`src/rtl/serial_mem_loader_pkg.sv`:
```
// Shared definitions for the serial program-memory loader.
//   state_e           : loader FSM states
//   SYNC_BYTE_DEF     : default frame start marker
//   FIELD_W           : width of the big-endian address / length header fields
//   BYTES_PER_WORD    : payload bytes packed into one memory word
//   WORD_W            : memory data width
//   consumes_byte()   : states in which the loader accepts a byte from the receiver
package serial_loader_pkg;

    typedef enum logic [3:0] {
        IDLE,
        ADDR_H,
        ADDR_L,
        LEN_H,
        LEN_L,
        DATA,
        WRITE,
        CSUM,
        DONE,
        ERR
    } state_e;

    localparam logic [7:0] SYNC_BYTE_DEF  = 8'hA5;
    localparam int         FIELD_W        = 16;
    localparam int         BYTES_PER_WORD = 4;
    localparam int         WORD_W         = 8 * BYTES_PER_WORD;
    localparam int         BCNT_W         = $clog2(BYTES_PER_WORD);

    // WRITE, DONE and ERR are the only states that cannot take a byte.
    function automatic logic consumes_byte(input state_e s);
        return (s != WRITE) && (s != DONE) && (s != ERR);
    endfunction

endpackage

```
`src/rtl/serial_mem_loader_if.sv`:
```
// Byte-stream input and memory write-port signals of the loader.
//   rx_data/rx_valid/rx_ready : byte stream from the serial receiver
//   mem_*                     : Avalon slave write port of the program memory
// master : loader side (consumes the stream, drives the memory port)
// slave  : environment side (receiver + memory)
interface serial_mem_loader_if
    import serial_loader_pkg::*;
#(
    parameter int ADDR_W = 12
);
    logic [7:0]        rx_data;
    logic              rx_valid;
    logic              rx_ready;
    logic [ADDR_W-1:0] mem_address;
    logic [3:0]        mem_byteenable;
    logic              mem_chipselect;
    logic              mem_write;
    logic [WORD_W-1:0] mem_writedata;
    logic              mem_clken;

    modport master (
        input  rx_data, rx_valid,
        output rx_ready,
        output mem_address, mem_byteenable, mem_chipselect, mem_write,
        output mem_writedata, mem_clken
    );

    modport slave (
        output rx_data, rx_valid,
        input  rx_ready,
        input  mem_address, mem_byteenable, mem_chipselect, mem_write,
        input  mem_writedata, mem_clken
    );
endinterface

```
`src/rtl/serial_mem_loader_packer.sv`:
```
// byte_word_packer: packs payload bytes little-endian into a memory word and
// keeps the 8-bit modulo sum of every byte packed since the last clear.
//   clk, rst_n     : clock, async active-low reset
//   clear_i        : zero counter, word and sum (frame start)
//   byte_valid_i   : byte_i is a payload byte to pack this cycle
//   byte_i         : payload byte
//   word_o         : packed word (byte k lives in bits [8k+7:8k])
//   sum_o          : running checksum
//   word_ready_o   : this cycle's byte completes the word
module byte_word_packer
    import serial_loader_pkg::*;
(
    input  logic              clk,
    input  logic              rst_n,
    input  logic              clear_i,
    input  logic              byte_valid_i,
    input  logic [7:0]        byte_i,
    output logic [WORD_W-1:0] word_o,
    output logic [7:0]        sum_o,
    output logic              word_ready_o
);
    logic [BCNT_W-1:0] cnt_q, cnt_d;
    logic [WORD_W-1:0] word_q, word_d;
    logic [7:0]        sum_q, sum_d;

    always_comb begin
        cnt_d  = cnt_q;
        word_d = word_q;
        sum_d  = sum_q;
        if (clear_i) begin
            cnt_d  = '0;
            word_d = '0;
            sum_d  = '0;
        end else if (byte_valid_i) begin
            word_d[8*cnt_q +: 8] = byte_i;
            sum_d                = sum_q + byte_i;
            // counter wraps naturally back to byte 0 after the last lane
            cnt_d                = cnt_q + BCNT_W'(1);
        end
    end

    always_ff @(posedge clk or negedge rst_n) begin
        if (!rst_n) begin
            cnt_q  <= '0;
            word_q <= '0;
            sum_q  <= '0;
        end else begin
            cnt_q  <= cnt_d;
            word_q <= word_d;
            sum_q  <= sum_d;
        end
    end

    assign word_o       = word_q;
    assign sum_o        = sum_q;
    assign word_ready_o = byte_valid_i && (cnt_q == BCNT_W'(BYTES_PER_WORD - 1));

endmodule

```
`src/rtl/serial_mem_loader.sv`:
```
// serial_mem_loader: receives a framed byte stream
//   SYNC, ADDR_H, ADDR_L, LEN_H, LEN_L, LEN*4 payload bytes, CSUM
// and writes the payload words into the program memory, holding the CPU in
// reset while a frame is in progress.
//   clk, reset_n   : clock, async active-low reset
//   bus (master)   : byte stream in, memory write port out
//   cpu_reset_req  : high from SYNC accept until the frame ends
//   load_done      : one-cycle pulse after a frame with a matching checksum
//   load_error     : sticky error flag, cleared by the next accepted SYNC
module serial_mem_loader
    import serial_loader_pkg::*;
#(
    parameter int         ADDR_W    = 12,
    parameter int         DEPTH     = 2560,
    parameter logic [7:0] SYNC_BYTE = SYNC_BYTE_DEF
)(
    input  logic                clk,
    input  logic                reset_n,
    serial_mem_loader_if.master bus,
    output logic                cpu_reset_req,
    output logic                load_done,
    output logic                load_error
);
    localparam logic [FIELD_W:0] DEPTH_L = (FIELD_W + 1)'(DEPTH);

    state_e             state_q, state_d;
    logic               run_q;
    logic [7:0]         addr_h_q, addr_h_d;
    logic [7:0]         len_h_q, len_h_d;
    logic [ADDR_W-1:0]  addr_q, addr_d;
    logic [FIELD_W-1:0] rem_q, rem_d;
    logic               load_error_q, load_error_d;

    logic               rx_fire;
    logic [FIELD_W-1:0] addr16, len16;
    logic [FIELD_W:0]   end_addr;

    logic               pk_clear, pk_valid, pk_word_ready;
    logic [WORD_W-1:0]  pk_word;
    logic [7:0]         pk_sum;

    // run_q keeps rx_ready and mem_clken low while reset is asserted and
    // releases them on the first clock edge afterwards.
    assign bus.rx_ready = run_q && consumes_byte(state_q);
    assign rx_fire      = bus.rx_valid && bus.rx_ready;

    // Header fields assembled from the stored high byte and the byte on the bus,
    // so the checks resolve in the same cycle the low byte is accepted.
    assign addr16   = {addr_h_q, bus.rx_data};
    assign len16    = {len_h_q, bus.rx_data};
    assign end_addr = {{(FIELD_W + 1 - ADDR_W){1'b0}}, addr_q} + {1'b0, len16};

    assign pk_valid = rx_fire && (state_q == DATA);

    byte_word_packer u_packer (
        .clk          (clk),
        .rst_n        (reset_n),
        .clear_i      (pk_clear),
        .byte_valid_i (pk_valid),
        .byte_i       (bus.rx_data),
        .word_o       (pk_word),
        .sum_o        (pk_sum),
        .word_ready_o (pk_word_ready)
    );

    always_comb begin
        state_d      = state_q;
        addr_h_d     = addr_h_q;
        len_h_d      = len_h_q;
        addr_d       = addr_q;
        rem_d        = rem_q;
        load_error_d = load_error_q;
        pk_clear     = 1'b0;

        case (state_q)
            IDLE: begin
                if (rx_fire && (bus.rx_data == SYNC_BYTE)) begin
                    load_error_d = 1'b0;
                    pk_clear     = 1'b1;
                    state_d      = ADDR_H;
                end
            end
            ADDR_H: begin
                if (rx_fire) begin
                    addr_h_d = bus.rx_data;
                    state_d  = ADDR_L;
                end
            end
            ADDR_L: begin
                if (rx_fire) begin
                    if ((addr16 >> ADDR_W) != '0) begin
                        state_d = ERR;
                    end else begin
                        addr_d  = addr16[ADDR_W-1:0];
                        state_d = LEN_H;
                    end
                end
            end
            LEN_H: begin
                if (rx_fire) begin
                    len_h_d = bus.rx_data;
                    state_d = LEN_L;
                end
            end
            LEN_L: begin
                if (rx_fire) begin
                    rem_d = len16;
                    // Range check up front: once accepted, the address can
                    // never step past DEPTH-1, so no wrap handling is needed.
                    if (end_addr > DEPTH_L) begin
                        state_d = ERR;
                    end else if (len16 == '0) begin
                        state_d = CSUM;
                    end else begin
                        state_d = DATA;
                    end
                end
            end
            DATA: begin
                if (pk_word_ready) begin
                    state_d = WRITE;
                end
            end
            WRITE: begin
                addr_d  = addr_q + ADDR_W'(1);
                rem_d   = rem_q - FIELD_W'(1);
                state_d = (rem_q > FIELD_W'(1)) ? DATA : CSUM;
            end
            CSUM: begin
                if (rx_fire) begin
                    state_d = (bus.rx_data == pk_sum) ? DONE : ERR;
                end
            end
            DONE:    state_d = IDLE;
            ERR:     state_d = IDLE;
            default: state_d = IDLE;
        endcase

        if (state_d == ERR) begin
            load_error_d = 1'b1;
        end
    end

    always_ff @(posedge clk or negedge reset_n) begin
        if (!reset_n) begin
            state_q <= IDLE;
        end else begin
            state_q <= state_d;
        end
    end

    always_ff @(posedge clk or negedge reset_n) begin
        if (!reset_n) begin
            run_q        <= 1'b0;
            addr_h_q     <= '0;
            len_h_q      <= '0;
            addr_q       <= '0;
            rem_q        <= '0;
            load_error_q <= 1'b0;
        end else begin
            run_q        <= 1'b1;
            addr_h_q     <= addr_h_d;
            len_h_q      <= len_h_d;
            addr_q       <= addr_d;
            rem_q        <= rem_d;
            load_error_q <= load_error_d;
        end
    end

    assign bus.mem_address    = addr_q;
    assign bus.mem_byteenable = 4'hF;
    assign bus.mem_chipselect = (state_q == WRITE);
    assign bus.mem_write      = (state_q == WRITE);
    assign bus.mem_writedata  = pk_word;
    assign bus.mem_clken      = run_q;

    assign cpu_reset_req = (state_q != IDLE) && (state_q != DONE) && (state_q != ERR);
    assign load_done     = (state_q == DONE);
    assign load_error    = load_error_q;

endmodule

```
`src/flat_wrapper.sv`:
```
// flat-port wrapper written by rule: the top's interface ports become plain ports
module serial_mem_loader_flat import serial_loader_pkg::*;
#(
    parameter int         ADDR_W    = 12,
    parameter int         DEPTH     = 2560,
    parameter logic [7:0] SYNC_BYTE = SYNC_BYTE_DEF
)
  (clk, reset_n, cpu_reset_req, load_done, load_error, bus_rx_data, bus_rx_valid, bus_rx_ready, bus_mem_address, bus_mem_byteenable, bus_mem_chipselect, bus_mem_write, bus_mem_writedata, bus_mem_clken);
  serial_mem_loader_if #(.ADDR_W(ADDR_W)) bus_i ();
  input  logic clk;
  input  logic reset_n;
  output logic cpu_reset_req;
  output logic load_done;
  output logic load_error;
  input wire logic [$bits(bus_i.rx_data)-1:0] bus_rx_data;
  input wire logic [$bits(bus_i.rx_valid)-1:0] bus_rx_valid;
  output wire logic [$bits(bus_i.rx_ready)-1:0] bus_rx_ready;
  output wire logic [$bits(bus_i.mem_address)-1:0] bus_mem_address;
  output wire logic [$bits(bus_i.mem_byteenable)-1:0] bus_mem_byteenable;
  output wire logic [$bits(bus_i.mem_chipselect)-1:0] bus_mem_chipselect;
  output wire logic [$bits(bus_i.mem_write)-1:0] bus_mem_write;
  output wire logic [$bits(bus_i.mem_writedata)-1:0] bus_mem_writedata;
  output wire logic [$bits(bus_i.mem_clken)-1:0] bus_mem_clken;
  assign bus_i.rx_data = bus_rx_data;
  assign bus_i.rx_valid = bus_rx_valid;
  assign bus_rx_ready = bus_i.rx_ready;
  assign bus_mem_address = bus_i.mem_address;
  assign bus_mem_byteenable = bus_i.mem_byteenable;
  assign bus_mem_chipselect = bus_i.mem_chipselect;
  assign bus_mem_write = bus_i.mem_write;
  assign bus_mem_writedata = bus_i.mem_writedata;
  assign bus_mem_clken = bus_i.mem_clken;
  serial_mem_loader #(.ADDR_W(ADDR_W), .DEPTH(DEPTH), .SYNC_BYTE(SYNC_BYTE)) u_core (.clk(clk), .reset_n(reset_n), .bus(bus_i), .cpu_reset_req(cpu_reset_req), .load_done(load_done), .load_error(load_error));
endmodule
```
`config.mk`:
```
export PLATFORM = sky130hd
export DESIGN_NAME = serial_mem_loader_flat
export DESIGN_NICKNAME = d
export VERILOG_FILES = /design/src/rtl/serial_mem_loader_pkg.sv /design/src/rtl/serial_mem_loader_if.sv /design/src/rtl/serial_mem_loader_packer.sv /design/src/rtl/serial_mem_loader.sv /design/src/flat_wrapper.sv
export SDC_FILE = /design/constraint.sdc
export NUM_CORES = 1
export LEC_CHECK = 0
export ABC_AREA = 1
export CORE_MARGIN = 2
export CORE_UTILIZATION = 59
export CTS_BUF_LIST = sky130_fd_sc_hd__clkbuf_4 sky130_fd_sc_hd__clkbuf_8
export CTS_CLUSTER_DIAMETER = 50
export DETAILED_ROUTE_END_ITERATION = 8
export PLACE_DENSITY = 0.83
export SYNTH_ARGS = -nofsm -noshare
export SYNTH_HDL_FRONTEND = slang
export SYNTH_SLANG_ARGS = --single-unit
```
`constraint.sdc`:
```
create_clock -name clk -period 3 [get_ports clk]
set_input_delay 0.6 -clock clk [delete_from_list [all_inputs] [get_ports clk]]
set_output_delay 0.6 -clock clk [all_outputs]
set_load 0.03 [all_outputs]
```
==> results of run 1 <==
## cell type report
class / instances / area (um2)
clock inverter: 5 / 36.3
clock buffer: 11 / 145
inverter: 102 / 400
timing repair buffer: 86 / 811
sequential: 92 / 2300
tap: 133 / 166
multi-input combinational: 558 / 3050
fill: 767 / 2770
## metal layers
| metal | vias to the layer above | share of wire | GRT usage |
|---|---|---|---|
| li1 | 2702 | - | - |
| met2 | 266 | 0.47 | 0.517 |
| met3 | 57 | 0.088 | 0.101 |
| met1 | 2644 | 0.40 | 0.405 |
| met4 | 0 | 0.043 | 0.158 |
| met5 | - | 0 | 0 |
## timing repair
item                       4_1_cts  5_1_grt
hold buffers                     0        0
setup endpoints to repair        0        1
gates resized for setup          0        1
## power by group
| part | internal, mW | leakage [nW] | switching, mW |
|---|---|---|---|
| logic | 0.780 | 2.05 | 1.28 |
| clock network | 0.334 | 0.0854 | 0.478 |
| registers | 1.52 | 1.18 | 0.327 |
| total | 2.63 | 3.31 | 2.08 |
## final timing paths
check / end / depth (start not counted) / startpoint
worst min register to register: u_core.addr_h_q[1]$_DFFE_PN0P_ / 2 / u_core.addr_h_q[1]$_DFFE_PN0P_
worst max register to register: u_core.state_q[1]$_DFF_PN0_ / 13 / u_core.bus.mem_address[0]$_DFFE_PN0P_
max in group asynchronous: u_core.u_packer.sum_o[2]$_DFFE_PN0P_ / 2 / reset_n
worst max-delay path: bus_mem_chipselect / 4 / u_core.state_q[2]$_DFF_PN0_
min in group clk: u_core.addr_h_q[1]$_DFFE_PN0P_ / 2 / u_core.addr_h_q[1]$_DFFE_PN0P_
worst min-delay path: u_core.bus.mem_address[7]$_DFFE_PN0P_ / 1 / reset_n
## sequential cells by signal, summed over array words and instances, names as in the netlist, 2 cells and up
register	flops
u_core.addr_h_q	8
u_core.bus.mem_address	12
u_core.len_h_q	8
u_core.rem_q	16
u_core.state_q	4
u_core.u_packer.cnt_q	2
u_core.u_packer.sum_o	8
u_core.u_packer.word_o	32
## logic make-up after synthesis
family | Yosys count | synth area share
mux | 1 | 0.00193
compound gates | 148 | 0.153
flops | 92 | 0.394
xor+xnor | 13 | 0.0195
other cells | 1 | 0.000641
buf+inv | 121 | 0.0873
fa+ha+maj | 29 | 0.0646
simple gates | 362 | 0.279
## cell usage in the layout, fill, tap and decap left out, drive strengths merged, types with 2 or more instances in the layout
cell type        n
a21oi           32
a22o             3
a31oi            5
and3             2
buf             26
clkbuf          11
clkdlybuf4s50   59
clkinv           2
clkinvlp         3
conb             5
dfrtp           92
fa               2
ha              27
inv            102
nand2          198
nand3           56
nand4           12
nor2            68
nor3            15
nor4             8
o211ai           8
o21a             3
o21ai           76
o221ai           4
o22ai            5
o311ai           3
o31ai            4
xnor2            7
xor2             6
==> results.json, run 1 <==
{
  "gr-total-overflow": 0,
  "maxCapViolations": 0,
  "cts_buffers": 9,
  "vias_per_cell": 5.74,
  "crit_chain": "nand2_2 -> nor2_4 -> buf_4 -> clkdlybuf4s50_1",
  "synth_enable_flop_cells": 0,
  "yosys_warnings": 0,
  "crit_fanout": 8,
  "die_w_um": 104,
  "peakVddDrop_mv": 0.562,
  "min_period_ns": 2.80,
  "core_um2": 9680,
  "skew_ns": 0.0178,
  "reg2reg_slack_ns": 0.48,
  "clock-sinks": 92,
  "postPlaceCellArea_um2": 6730,
  "netlist_top_cells_count": "nand2_1, inv_1, dfrtp_1, nor2_1, o21ai_0",
  "grtUsageTotal": 0.325,
  "drt-pass1-iter-count": 6,
  "yosysSeqAreaShare": 0.394,
  "antenna_found_initial": 0,
  "stdcell_count": 987,
  "h-tree-depth": 3,
  "synth_cell_types": 50,
  "dp_slack_ns": 0.00915,
  "cts.clk_slew.worst_paths_ns": 0.10,
  "setup_ws_ns": 0.198,
  "grt_pass1_wl_mm": 27.7,
  "netlist_instances": 767,
  "dr.first_iter.drc_count": 431,
  "stdcell_area_um2": 6910,
  "gp_congestion": 0.932,
  "hold_slack_ns": 0.169,
  "finalPower_mw": 4.72,
  "drive_gt1_frac": 0.0937,
  "end_kind": "output port",
  "hpwl_mm": 12.5,
  "fin_crit_sh": 0.934,
  "relSlewSlack": 0.530,
  "grt_pass1_vias": 5600,
  "start_util": 0.604,
  "wl_mm": 16.6,
  "clock_tree.root_cell": "clkbuf_8",
  "yosys.area.top_type": "dfrtp_1",
  "report.final.slew_viol_count": 0,
  "hold_viol_final": 0,
  "synthTopCellsByArea": "dfrtp_1, nand2_1, inv_1",
  "synthFlopType": "dfrtp_1",
  "synthArstFlopShare": 1.00,
  "max_slew.worst_pin.slew_ns": 0.703,
  "arrival_ns": 2.20,
  "die_area_um2": 10700,
  "fin_nets": 889,
  "syn_area_um2": 5850,
  "p_leak_nw": 3.31,
  "ant_nets": 0,
  "critPathLaunchType": "flip-flop",
  "cts_tree": "built",
  "grt_max_degree": 43,
  "critPathRequiredTime_ns": 2.40,
  "routed-via-count": 5669,
  "area_growth_pct": 18.2,
  "avgSynthCellArea_um2": 7.62,
  "clk_path_buf_depth": 2,
  "dp_cells": 971,
  "num_antenna_cells": 0,
  "rsz0062_at_grt": "false",
  "critical-path-slowest-cell": "clkdlybuf4s50_1",
  "setup_tns_ns": 0,
  "clk_latency_ns": 0.40,
  "fmax_ghz": 0.357,
  "status": "complete, no violations",
  "num_rows": 36,
  "yosys.area.top_type_share": 0.394,
  "power_density_nw_per_um2": 682,
  "final_core_util": 0.714,
  "ys_ff_latch": 92,
  "routedWlPerCell_um": 16.8,
  "drc_errors": 0,
  "critPathMaxStageDelay_ns": 0.69,
  "setup_viol": 0,
  "die_h_um": 104,
  "yosysMostFrequentCell": "nand2_1",
  "io_pins": 66,
  "crit_buf_inv": 2,
  "worstSetupPathType": "flip-flop to output port",
  "path_delay_family": "buffers and inverters",
  "postCtsSetupBuffers": 0,
  "min_path_type": "input port to async pin",
  "io_buffer_count": 61
}
Note: power is estimated with default switching activity, not from simulation.
==> inputs of run 2 (changes only) <==
--- a/config.mk
+++ b/config.mk
@@ -6,6 +6,7 @@
 export NUM_CORES = 1
 export LEC_CHECK = 0
 export ABC_AREA = 1
+export CORE_ASPECT_RATIO = 0.9
 export CORE_MARGIN = 2
 export CORE_UTILIZATION = 59
 export CTS_BUF_LIST = sky130_fd_sc_hd__clkbuf_4 sky130_fd_sc_hd__clkbuf_8
==> results.json, run 2 (synthesized netlist as in run 1, its figures left out) <==
{
  "dr.first_iter.drc_count": 542,
  "drc_errors": 1,
  "postPlaceCellArea_um2": 6670,
  "grt_pass1_vias": 5546,
  "num_rows": 34,
  "area_growth_pct": 18.1,
  "setup_tns_ns": 0,
  "max_slew.worst_pin.slew_ns": 0.683,
  "worstSetupPathType": "flip-flop to output port",
  "ctsResizeCount": 0,
  "largest_reg_flops": 32,
  "num_antenna_cells": 0,
  "crit_chain": "nand2_2 -> nor2_4 -> inv_4 -> nand2_2 -> nor2_4 -> clkdlybuf4s50_1",
  "postCtsSetupBuffers": 0,
  "hpwl_mm": 12.2,
  "power_density_nw_per_um2": 715,
  "report.final.slew_viol_count": 0,
  "grt_max_degree": 55,
  "drive_gt1_frac": 0.0862,
  "cts_buffers": 9,
  "setup_viol": 0,
  "start_util": 0.606,
  "cts_tree": "built",
  "dp_slack_ns": 0.0260,
  "io_buffer_count": 61,
  "stdcell_area_um2": 6910,
  "peakVddDrop_mv": 0.488,
  "setup_ws_ns": 0.125,
  "critPathLaunchType": "flip-flop",
  "fmax_ghz": 0.348,
  "status": "finished, violations left",
  "hold_viol_final": 0,
  "die_area_um2": 10700,
  "clock_tree.root_cell": "clkbuf_8",
  "critPathMaxStageDelay_ns": 0.70,
  "routedWlPerCell_um": 16.7,
  "io_pins": 66,
  "violations": "DRC",
  "relSlewSlack": 0.541,
  "dp_cells": 957,
  "grtUsageTotal": 0.324,
  "final_core_util": 0.715,
  "critPathRequiredTime_ns": 2.40,
  "antenna_found_initial": 0,
  "fin_crit_sh": 0.958,
  "core_um2": 9660,
  "gr-total-overflow": 0,
  "drt-pass1-iter-count": 7,
  "min_path_type": "input port to async pin",
  "clock-sinks": 92,
  "gp_congestion": 1.01,
  "critical-path-slowest-cell": "clkdlybuf4s50_1",
  "finalPower_mw": 4.94,
  "stdcell_count": 973,
  "hold_slack_ns": 0.159,
  "ant_nets": 0,
  "crit_fanout": 23,
  "final_cell_mix": "nand2_1, inv_1, dfrtp_1, nor2_1, clkdlybuf4s50_1",
  "p_leak_nw": 3.31,
  "clk_path_buf_depth": 2,
  "cts_hold_buffers": 0,
  "vias_per_cell": 5.94,
  "clk_latency_ns": 0.40,
  "path_delay_family": "buffers and inverters",
  "rsz0062_at_grt": "false",
  "fin_nets": 882,
  "arrival_ns": 2.28,
  "h-tree-depth": 3,
  "wl_mm": 16.3,
  "skew_ns": 0.0196,
  "routed-via-count": 5782,
  "die_w_um": 109,
  "final_common_cell": "nand2_1",
  "grt_pass1_wl_mm": 27.2,
  "die_h_um": 98.5,
  "crit_buf_inv": 2,
  "cts.clk_slew.worst_paths_ns": 0.10,
  "end_kind": "output port",
  "maxCapViolations": 0,
  "min_period_ns": 2.88,
  "reg2reg_slack_ns": 0.55
}
==> run 2: where the power goes <==
group / internal [mW] / switching, mW
clock: 0.564 / 0.470
sequential: 1.52 / 0.322
combinational: 0.773 / 1.29
total: 2.86 / 2.08
==> run 2: path summary, 6_finish.rpt <==
path | startpoint | endpoint | depth (start not counted)
max in group asynchronous | reset_n | u_core.u_packer.word_o[8]$_DFFE_PN0P_ | 2
worst max register to register | u_core.bus.mem_address[0]$_DFFE_PN0P_ | u_core.state_q[3]$_DFF_PN0_ | 14
min in group clk | u_core.addr_h_q[4]$_DFFE_PN0P_ | u_core.addr_h_q[4]$_DFFE_PN0P_ | 2
worst min register to register | u_core.addr_h_q[4]$_DFFE_PN0P_ | u_core.addr_h_q[4]$_DFFE_PN0P_ | 2
worst max-delay path | u_core.state_q[2]$_DFF_PN0_ | bus_rx_ready | 6
worst min-delay path | reset_n | u_core.rem_q[13]$_DFFE_PN0P_ | 1
==> run 2: final cells by class <==
type	count	area (um2)
clock buffer	10	131
clock inverter	6	111
fill	741	2750
inverter	102	400
multi-input combinational	558	3050
sequential	92	2300
tap	126	158
timing repair buffer	79	756
==> run 2: per-layer routing <==
layer / up-vias / wire (um) / GRT usage
met5: - / 0 / 0
met4: 0 / 546 / 0.135
met3: 56 / 1400 / 0.0642
met2: 267 / 7530 / 0.493
met1: 2774 / 6820 / 0.455
li1: 2685 / - / -
==> inputs of run 3 (changes only) <==
--- a/config.mk
+++ b/config.mk
@@ -12,6 +12,7 @@
 export CTS_BUF_LIST = sky130_fd_sc_hd__clkbuf_4 sky130_fd_sc_hd__clkbuf_8
 export CTS_CLUSTER_DIAMETER = 50
 export DETAILED_ROUTE_END_ITERATION = 8
+export MAX_ROUTING_LAYER = met4
 export PLACE_DENSITY = 0.83
 export SYNTH_ARGS = -nofsm -noshare
 export SYNTH_HDL_FRONTEND = slang
==> constraint.sdc (replaced) <==
create_clock -name clk -period 3 [get_ports clk]
set_input_delay 0.45 -clock clk [delete_from_list [all_inputs] [get_ports clk]]
set_output_delay 0.45 -clock clk [all_outputs]
set_load 0.03 [all_outputs]
==> results.json, run 3 (synthesized netlist as in run 1, its figures left out) <==
{
  "status": "complete, no violations",
  "cts_tree": "built",
  "relSlewSlack": 0.538,
  "p_leak_nw": 3.28,
  "critPathRequiredTime_ns": 2.55,
  "maxCapViolations": 0,
  "die_w_um": 109,
  "end_kind": "output port",
  "min_path_type": "input port to async pin",
  "finalPower_mw": 4.82,
  "antenna_found_initial": 0,
  "worstSetupPathType": "flip-flop to output port",
  "skew_ns": 0.00870,
  "ctsResizeCount": 0,
  "start_util": 0.606,
  "final_common_cell": "nand2_1",
  "critPathMaxStageDelay_ns": 0.62,
  "num_antenna_cells": 0,
  "crit_chain": "nand2_2 -> nor2_4 -> inv_4 -> nand2_2 -> nor2_4 -> clkdlybuf4s50_1",
  "clk_latency_ns": 0.37,
  "fin_nets": 879,
  "die_area_um2": 10700,
  "grt_pass1_wl_mm": 27.0,
  "max_slew.worst_pin.slew_ns": 0.688,
  "final_core_util": 0.711,
  "stdcell_count": 969,
  "critPathLaunchType": "flip-flop",
  "crit_fanout": 23,
  "cts_buffers": 9,
  "io_buffer_count": 61,
  "setup_viol": 0,
  "drive_gt1_frac": 0.0819,
  "largest_reg_flops": 32,
  "power_density_nw_per_um2": 702,
  "drc_errors": 0,
  "rsz0062_at_grt": "false",
  "ant_nets": 0,
  "clock-sinks": 92,
  "peakVddDrop_mv": 0.411,
  "cts_hold_buffers": 0,
  "dp_cells": 954,
  "setup_tns_ns": 0,
  "clk_path_buf_depth": 2,
  "fmax_ghz": 0.364,
  "arrival_ns": 2.29,
  "grt_pass1_vias": 5548,
  "postCtsSetupBuffers": 0,
  "report.final.slew_viol_count": 0,
  "r2r_cells": 10,
  "setup_ws_ns": 0.256,
  "dp_slack_ns": 0.197,
  "routed-via-count": 5655,
  "vias_per_cell": 5.84,
  "core_um2": 9660,
  "wl_mm": 16.2,
  "num_rows": 34,
  "stdcell_area_um2": 6860,
  "hpwl_mm": 12.4,
  "min_period_ns": 2.74,
  "hold_viol_final": 0,
  "critical-path-slowest-cell": "clkdlybuf4s50_1",
  "dr.first_iter.drc_count": 543,
  "area_growth_pct": 17.4,
  "die_h_um": 98.5,
  "clock_tree.root_cell": "clkbuf_8",
  "gp_congestion": 0.968,
  "grt_max_degree": 48,
  "drt-pass1-iter-count": 5,
  "gr-total-overflow": 0,
  "routedWlPerCell_um": 16.7,
  "hold_slack_ns": 0.0773,
  "h-tree-depth": 3,
  "io_pins": 66,
  "cts.clk_slew.worst_paths_ns": 0.09,
  "postPlaceCellArea_um2": 6640,
  "grtUsageTotal": 0.331,
  "final_cell_mix": "nand2_1, inv_1, dfrtp_1, nor2_1, clkdlybuf4s50_1",
  "fin_crit_sh": 0.915
}
[run 3: layout make-up]
class	instances	area [um2]
Inverter	102	400
Clock inverter	4	73.8
Tap cell	126	158
Sequential cell	92	2300
Multi-Input combinational cell	558	3050
Timing Repair Buffer	76	733
Clock buffer	11	145
Fill cell	792	2790
[run 3: report_power, final]
group | internal [mW] | switching (mW) | total (mW)
Clock | 0.497 | 0.428 | 0.925
Sequential | 1.52 | 0.321 | 1.84
Combinational | 0.769 | 1.28 | 2.05
[run 3: metal layers]
metal  vias up  part of all wire  GRT usage  wire [um]
met4         0             0.028      0.127        450
li1       2681                 -          -          -
met3        40             0.084     0.0655       1360
met2       277              0.46      0.501       7480
met5         -                 0          -          0
met1      2657              0.43      0.441       6900
[run 3: worst max-delay path, delay by kind of cell, from the launching register on]
kind	cells	cell delay, ns
flops	1	0.50
simple gates	4	0.61
buf+inv	2	0.79
[run 3: path summary, 6_finish.rpt]
check	start	slack, ns	to
setup / recovery	u_core.state_q[2]$_DFF_PN0_	0.26	bus_rx_ready
hold / removal	reset_n	0.08	u_core.bus.mem_clken$_DFF_PN0_
setup reg to reg	u_core.state_q[2]$_DFF_PN0_	0.39	u_core.u_packer.word_o[14]$_DFFE_PN0P_
hold reg to reg	u_core.addr_h_q[2]$_DFFE_PN0P_	0.49	u_core.addr_h_q[2]$_DFFE_PN0P_
max in group asynchronous	reset_n	2.27	u_core.bus.mem_address[10]$_DFFE_PN0P_
min in group clk	u_core.addr_h_q[2]$_DFFE_PN0P_	0.49	u_core.addr_h_q[2]$_DFFE_PN0P_
